==> config.mk <==
export PLATFORM = sky130hd
export DESIGN_NAME = branch_predictor
export DESIGN_NICKNAME = d
export VERILOG_FILES = /design/src/rtl/bp_pkg.sv /design/src/rtl/sat_ctr2.sv /design/src/rtl/branch_predictor.sv
export SDC_FILE = /design/constraint.sdc
export NUM_CORES = 2
export LEC_CHECK = 0
export BUFFER_PORTS_ARGS = -buffer_cell sky130_fd_sc_hd__buf_2
export CAP_MARGIN = 40
export CORE_UTILIZATION = 37
export CTS_BUF_LIST = sky130_fd_sc_hd__clkbuf_8 sky130_fd_sc_hd__clkbuf_16
export DETAILED_ROUTE_END_ITERATION = 7
export GPL_ROUTABILITY_DRIVEN = 0
export PLACE_DENSITY_LB_ADDON = 0.12
export REMOVE_ABC_BUFFERS = 1
export SYNTH_ARGS = -nofsm -noshare
export SYNTH_HDL_FRONTEND = slang
export SYNTH_SLANG_ARGS = --single-unit
export TNS_END_PERCENT = 10
==> constraint.sdc <==
create_clock -name clk -period 79.1 [get_ports clk]
set_input_delay 23.73 -clock clk [delete_from_list [all_inputs] [get_ports clk]]
set_output_delay 23.73 -clock clk [all_outputs]
set_load 0.05 [all_outputs]
==> src/rtl/bp_pkg.sv <==
// Shared definitions for the fetch-stage branch predictor: decode opcodes,
// 2-bit counter encodings and BTB entry field helpers.
package bp_pkg;

   localparam logic [6:0] OP_BRANCH = 7'b1100011;
   localparam logic [6:0] OP_JAL    = 7'b1101111;
   localparam logic [6:0] OP_JALR   = 7'b1100111;

   localparam int unsigned CTR_W = 2;

   typedef enum logic [CTR_W-1:0] {
      SNT = 2'b00,
      WNT = 2'b01,
      WT  = 2'b10,
      ST  = 2'b11
   } ctr_e;

   // Per-entry control bits; tag and target live in separate width-parameterised arrays.
   typedef struct packed {
      logic valid;
      ctr_e ctr;
   } btb_meta_t;

   function automatic int unsigned btb_tag_w(input int unsigned xlen, input int unsigned entries);
      return xlen - $clog2(entries) - 2;
   endfunction

   function automatic logic ctr_predicts_taken(input ctr_e c);
      return c[1];
   endfunction

endpackage

==> src/rtl/sat_ctr2.sv <==
// Combinational next-state for a 2-bit saturating direction counter.
module sat_ctr2
   import bp_pkg::*;
(
   input  ctr_e ctr_i,
   input  logic inc_i,
   output ctr_e ctr_o
);

   // Step one state towards taken or not-taken, holding at either end.
   always_comb begin
      ctr_o = WNT;
      case (ctr_i)
         SNT:     ctr_o = inc_i ? WNT : SNT;
         WNT:     ctr_o = inc_i ? WT  : SNT;
         WT:      ctr_o = inc_i ? ST  : WNT;
         ST:      ctr_o = inc_i ? ST  : WT;
         default: ctr_o = WNT;
      endcase
   end

endmodule

==> src/rtl/branch_predictor.sv <==
// Direct-mapped BTB with 2-bit counters: combinational fetch prediction,
// execute-stage resolution/redirect, training and statistics counters.
module branch_predictor
   import bp_pkg::*;
#(
   parameter int unsigned ENTRIES = 16,
   parameter int unsigned XLEN    = 32
) (
   input  logic            clk,
   input  logic            rst,
   input  logic [XLEN-1:0] pc_f,
   output logic            pred_taken,
   output logic [XLEN-1:0] pred_target,
   input  logic            upd_valid,
   input  logic [XLEN-1:0] upd_pc,
   input  logic            upd_cti,
   input  logic            upd_uncond,
   input  logic            upd_taken,
   input  logic [XLEN-1:0] upd_target,
   input  logic            upd_pred_taken,
   input  logic [XLEN-1:0] upd_pred_target,
   input  logic            flush_all,
   output logic            mispredict,
   output logic [XLEN-1:0] redirect_pc,
   output logic [31:0]     stat_branches,
   output logic [31:0]     stat_misses
);

   localparam int unsigned IDX   = $clog2(ENTRIES);
   localparam int unsigned TAG_W = btb_tag_w(XLEN, ENTRIES);
   localparam logic [XLEN-1:0] PC_STEP = XLEN'(4);

   btb_meta_t        meta_q [ENTRIES];
   logic [TAG_W-1:0] tag_q  [ENTRIES];
   logic [XLEN-1:0]  tgt_q  [ENTRIES];
   logic [31:0]      stat_branches_q, stat_branches_d;
   logic [31:0]      stat_misses_q, stat_misses_d;

   logic [IDX-1:0]   f_idx_s, u_idx_s;
   logic             f_hit_s, u_hit_s, actual_s, wr_en_s;
   ctr_e             ctr_step_s;
   btb_meta_t        meta_d;
   logic [TAG_W-1:0] tag_d;
   logic [XLEN-1:0]  tgt_d;
   logic             unused_pc_lsbs_s;

   assign unused_pc_lsbs_s = ^{pc_f[1:0], upd_pc[1:0]};

   assign f_idx_s     = pc_f[IDX+1:2];
   assign f_hit_s     = meta_q[f_idx_s].valid && (tag_q[f_idx_s] == pc_f[XLEN-1:IDX+2]);
   assign pred_taken  = f_hit_s && ctr_predicts_taken(meta_q[f_idx_s].ctr);
   assign pred_target = pred_taken ? tgt_q[f_idx_s] : (pc_f + PC_STEP);

   assign actual_s    = upd_cti && upd_taken;
   assign redirect_pc = actual_s ? upd_target : (upd_pc + PC_STEP);
   assign mispredict  = upd_valid &&
                        ((upd_pred_taken != actual_s) || (actual_s && (upd_pred_target != upd_target)));

   assign u_idx_s = upd_pc[IDX+1:2];
   assign u_hit_s = meta_q[u_idx_s].valid && (tag_q[u_idx_s] == upd_pc[XLEN-1:IDX+2]);

   assign stat_branches = stat_branches_q;
   assign stat_misses   = stat_misses_q;

   sat_ctr2 u_sat_ctr2 (
      .ctr_i (meta_q[u_idx_s].ctr),
      .inc_i (upd_taken),
      .ctr_o (ctr_step_s)
   );

   // Training write for the single entry addressed by upd_pc.
   always_comb begin
      wr_en_s = 1'b0;
      meta_d  = meta_q[u_idx_s];
      tag_d   = tag_q[u_idx_s];
      tgt_d   = tgt_q[u_idx_s];
      if (upd_valid && upd_cti && u_hit_s) begin
         wr_en_s    = 1'b1;
         meta_d.ctr = ctr_step_s;
         if (upd_taken) begin
            tgt_d = upd_target;
         end else begin
            tgt_d = tgt_q[u_idx_s];
         end
      end else if (upd_valid && upd_cti && upd_taken) begin
         wr_en_s      = 1'b1;
         meta_d.valid = 1'b1;
         meta_d.ctr   = upd_uncond ? ST : WT;
         tag_d        = upd_pc[XLEN-1:IDX+2];
         tgt_d        = upd_target;
      end else if (upd_valid && !upd_cti && u_hit_s) begin
         // A non-CTI hitting an entry means the entry is stale or aliased.
         wr_en_s      = 1'b1;
         meta_d.valid = 1'b0;
      end else begin
         wr_en_s = 1'b0;
      end
   end

   // Statistics next-state; counters wrap naturally at 2^32.
   always_comb begin
      if (upd_valid && upd_cti) begin
         stat_branches_d = stat_branches_q + 32'd1;
      end else begin
         stat_branches_d = stat_branches_q;
      end
      if (mispredict) begin
         stat_misses_d = stat_misses_q + 32'd1;
      end else begin
         stat_misses_d = stat_misses_q;
      end
   end

   // BTB and statistics state; a flush overrides any same-cycle training write.
   always_ff @(posedge clk or posedge rst) begin
      if (rst) begin
         for (int i = 0; i < ENTRIES; i++) begin
            meta_q[i] <= '{valid: 1'b0, ctr: WNT};
            tag_q[i]  <= '0;
            tgt_q[i]  <= '0;
         end
         stat_branches_q <= 32'd0;
         stat_misses_q   <= 32'd0;
      end else begin
         if (flush_all) begin
            for (int i = 0; i < ENTRIES; i++) begin
               meta_q[i].valid <= 1'b0;
            end
         end else if (wr_en_s) begin
            meta_q[u_idx_s] <= meta_d;
            tag_q[u_idx_s]  <= tag_d;
            tgt_q[u_idx_s]  <= tgt_d;
         end
         stat_branches_q <= stat_branches_d;
         stat_misses_q   <= stat_misses_d;
      end
   end

endmodule

==> impl_metrics.yaml <==
run_status:
  status: "completed"
floorplan:
  rows: 143
  start_util: 0.3732
  die_y_um: 393.7
  die_w_um: 393.7
  core-area_mm2: 0.1521
  design.die.area_mm2: 0.1550
  pin_count: 266
clock_network:
  holdBufCountCts: 0
  cts_buffers: 130
  cts_root_buf: "clkbuf_16"
  clkSlewWorstSetupHoldPaths_ns: 0.06
  cts_max_level: 4
  cts_max_path_buffers: 3
  cts_resized: 0
  clock_sinks: 1040
  cts_tree: "yes"
  cts_setup_buffers: 0
  clock_latency_ns: 0.78
final_layout:
  design_area_mm2: 0.06448
  fin_nets: 5350
  drive_above_1_share: 0.2396
  synthToLayoutAreaGrowth_pct: 13.60
  fillers: 14570
placed_design:
  hpwl_mm: 140.3
  numPortBuffers: 265
  placed_area_mm2: 0.06004
  place_ws_ns: 26.41
synthesis:
  synthDominantCellAreaShare: 0.4514
  netlist_instances: 5119
  yosys_warnings: 0
  syn_avg_cell_area_um2: 11.09
  ys_async_sr_fraction: 1.000
  ys_seq_area_frac: 0.4589
  synth_edf_count: 0
  synth-main-ff-cell: "dfrtp_1"
  syn-cell-area_mm2: 0.05676
  yosys_register_bits: 1040
  yosys.area.top_type: "dfrtp_1"
  ys_types: 78
  synth.area.top_cells: "dfrtp_1 (45%), mux4_2 (21%), nand2_1 (7.4%)"
sta:
  period_needed_ns: 52.60
  setup_violations: 0
  fin_ws_ns: 26.50
  fin_tns_setup_ns: 0
  drv_slew: 0
  fmax_mhz: 19.01
  rsz0062_at_grt: "false"
  clock_skew_ns: 0.02813
  worst_pin_slew_ns: 1.066
  finalCritPeriodShare: 0.6649
  relSlewSlack: 0.2892
  finalHoldViolCount: 0
worst_hold_path:
  hold_path_class: "flip-flop to flip-flop"
  min_path_cells: 1
  holdPathEnd: "stat_branches[31]$_DFFE_PP0P_"
  min-delay-start: "stat_branches[31]$_DFFE_PP0P_"
worst_setup_path:
  critPathLaunchType: "input port"
  r2r_end: "tgt_q[489]$_DFFE_PP0P_"
  timing.rr.start: "tag_q[112]$_DFFE_PP0P_"
  crit_path_max_fanout: 71
  required_ns: 55.37
  r2r_setup_slack_ns: 73.68
  critPathArrivalTime_ns: 28.87
  critPathKind: "input port to output pin"
  end_kind: "output pin"
  reg2reg_depth: 13
global_routing:
  grt_remaining_overflow: 0
  grt_pass1_vias: 41930
  grt_max_degree: 167
  groute.usage.overall: 0.2742
  antenna_found_initial: 32
  grt_pass1_wl_mm: 310.6
pwr:
  p_per_area_mw_per_mm2: 20.86
  p_leak_nw: 27.34
  ir_drop_mv: 0.02031
route:
  vias: 42610
  totalWireLength_mm: 211.5
  post_drt_wl_per_cell_um: 28.79
  drt_pass1_iterations: 6
  drc: 0
  ant_nets: 0
  viasPerCell: 5.797
  drt_iter0_markers: 3889
job:
  maxCapViolCount: 0
cells in the final DEF, fill, tap and decap left out, types with 52 or more instances in the layout:
| cell | instances |
|---|---|
| nand2_1 | 1120 |
| dfrtp_1 | 1024 |
| o21ai_0 | 827 |
| mux4_2 | 518 |
| buf_2 | 259 |
| o21ai_1 | 197 |
| mux2i_1 | 153 |
| buf_4 | 135 |
| clkbuf_16 | 130 |
| xnor2_1 | 107 |
| xor2_1 | 91 |
| nor2_1 | 66 |
| mux2_2 | 61 |
| nand3_1 | 55 |
| inv_1 | 52 |
how the worst max path moves through the flow:
stage,from,endpoint,cells past startpoint
finish,pc_f[2],pred_target[3],11
global route,pc_f[2],pred_target[3],11
CTS,pc_f[2],pred_target[3],11
detailed placement,pc_f[2],pred_target[3],11
global placement,pc_f[2],pred_target[0],11
floorplan,pc_f[2],pred_target[10],7
flip-flops by register name, summed over array words and instances (netlist names):
name	cells
tag_q	416
tgt_q	512
stat_branches	32
meta_q	48
stat_misses	32
metrics by stage:
step / util / hold WS [ns] / cells / power, mW
2_1_floorplan: - / 0.4607 / 4646 / 0.6641
3_3_place_gp: 0.3900 / 0.4531 / 7044 / 0.7346
3_5_place_dp: 0.3948 / 0.4531 / 7105 / 0.7391
4_1_cts: 0.4238 / 0.4647 / 7339 / 1.359
5_1_grt: 0.4239 / 0.4769 / 7342 / 1.393
6_report: 0.4240 / 0.4566 / 7349 / 1.345
critical path: stages:
cell and delay, ns:
buf_8 0.50, buf_4 0.63, mux4_2 0.58, mux4_2 0.49, xnor2_1 0.46, nand4_1 0.13
or4_1 0.66, nor4_4 0.30, buf_4 0.61, mux2_2 0.41, buf_2 0.21
synth_stat cells, drive strengths merged (10+ instances only):
master / instances
inv: 24
nor2: 67
buf: 168
xnor2: 107
dfstp: 16
o211ai: 24
nand3: 56
nand2b: 19
mux4: 518
mux2i: 173
nor2b: 17
mux2: 67
dfrtp: 1024
nand4: 36
and3: 25
and2: 10
a21oi: 23
clkbuf: 305
o21ai: 1029
a22oi: 30
nand2: 1121
o22ai: 21
xor2: 91
nor4: 13
nor3: 31
report_power, final:
| group | total (mW) | internal, mW | switching (mW) | leakage [nW] |
|---|---|---|---|---|
| clock | 0.616 | 0.362 | 0.253 | 2.29 |
| combinational | 0.162 | 0.0545 | 0.108 | 10.7 |
| sequential | 0.568 | 0.551 | 0.0166 | 14.3 |
cells by family after synthesis:
logic type	count (synthesis)	share of synthesized area
adders and majority gates	8	0.001719
and+or+nand+nor	1429	0.1047
muxes	758	0.2507
AOI/OAI and AO/OA	1189	0.1119
xor gates and xnor gates	198	0.03055
buffers and inverters	497	0.04157
DFF	1040	0.4589
routing by layer:
layer | part of all wire | track usage | vias to the layer above | wire length, um
met3 | 0.073 | 0.05308 | 375 | 15430
met5 | 0.00022 | 0 | - | 47
met4 | 0.039 | 0.1045 | 8 | 8217
li1 | - | - | 18740 | -
met2 | 0.44 | 0.4095 | 1608 | 93770
met1 | 0.44 | 0.3942 | 21880 | 94080
area by class of cell:
cell class,count,area (um2),share of cell area
flip-flops and latches,1040,26050,0.4039
repair buffers,429,2979,0.04620
inverters,24,97.59,0.001514
clock buffers,158,3638,0.05643
well taps,2030,2540,0.03939
multi-input cells,3582,28380,0.4401
diodes,10,25.02,0.0003881
clock inverters,76,778.2,0.01207
No activity file was read; power rests on OpenSTA's default activity.
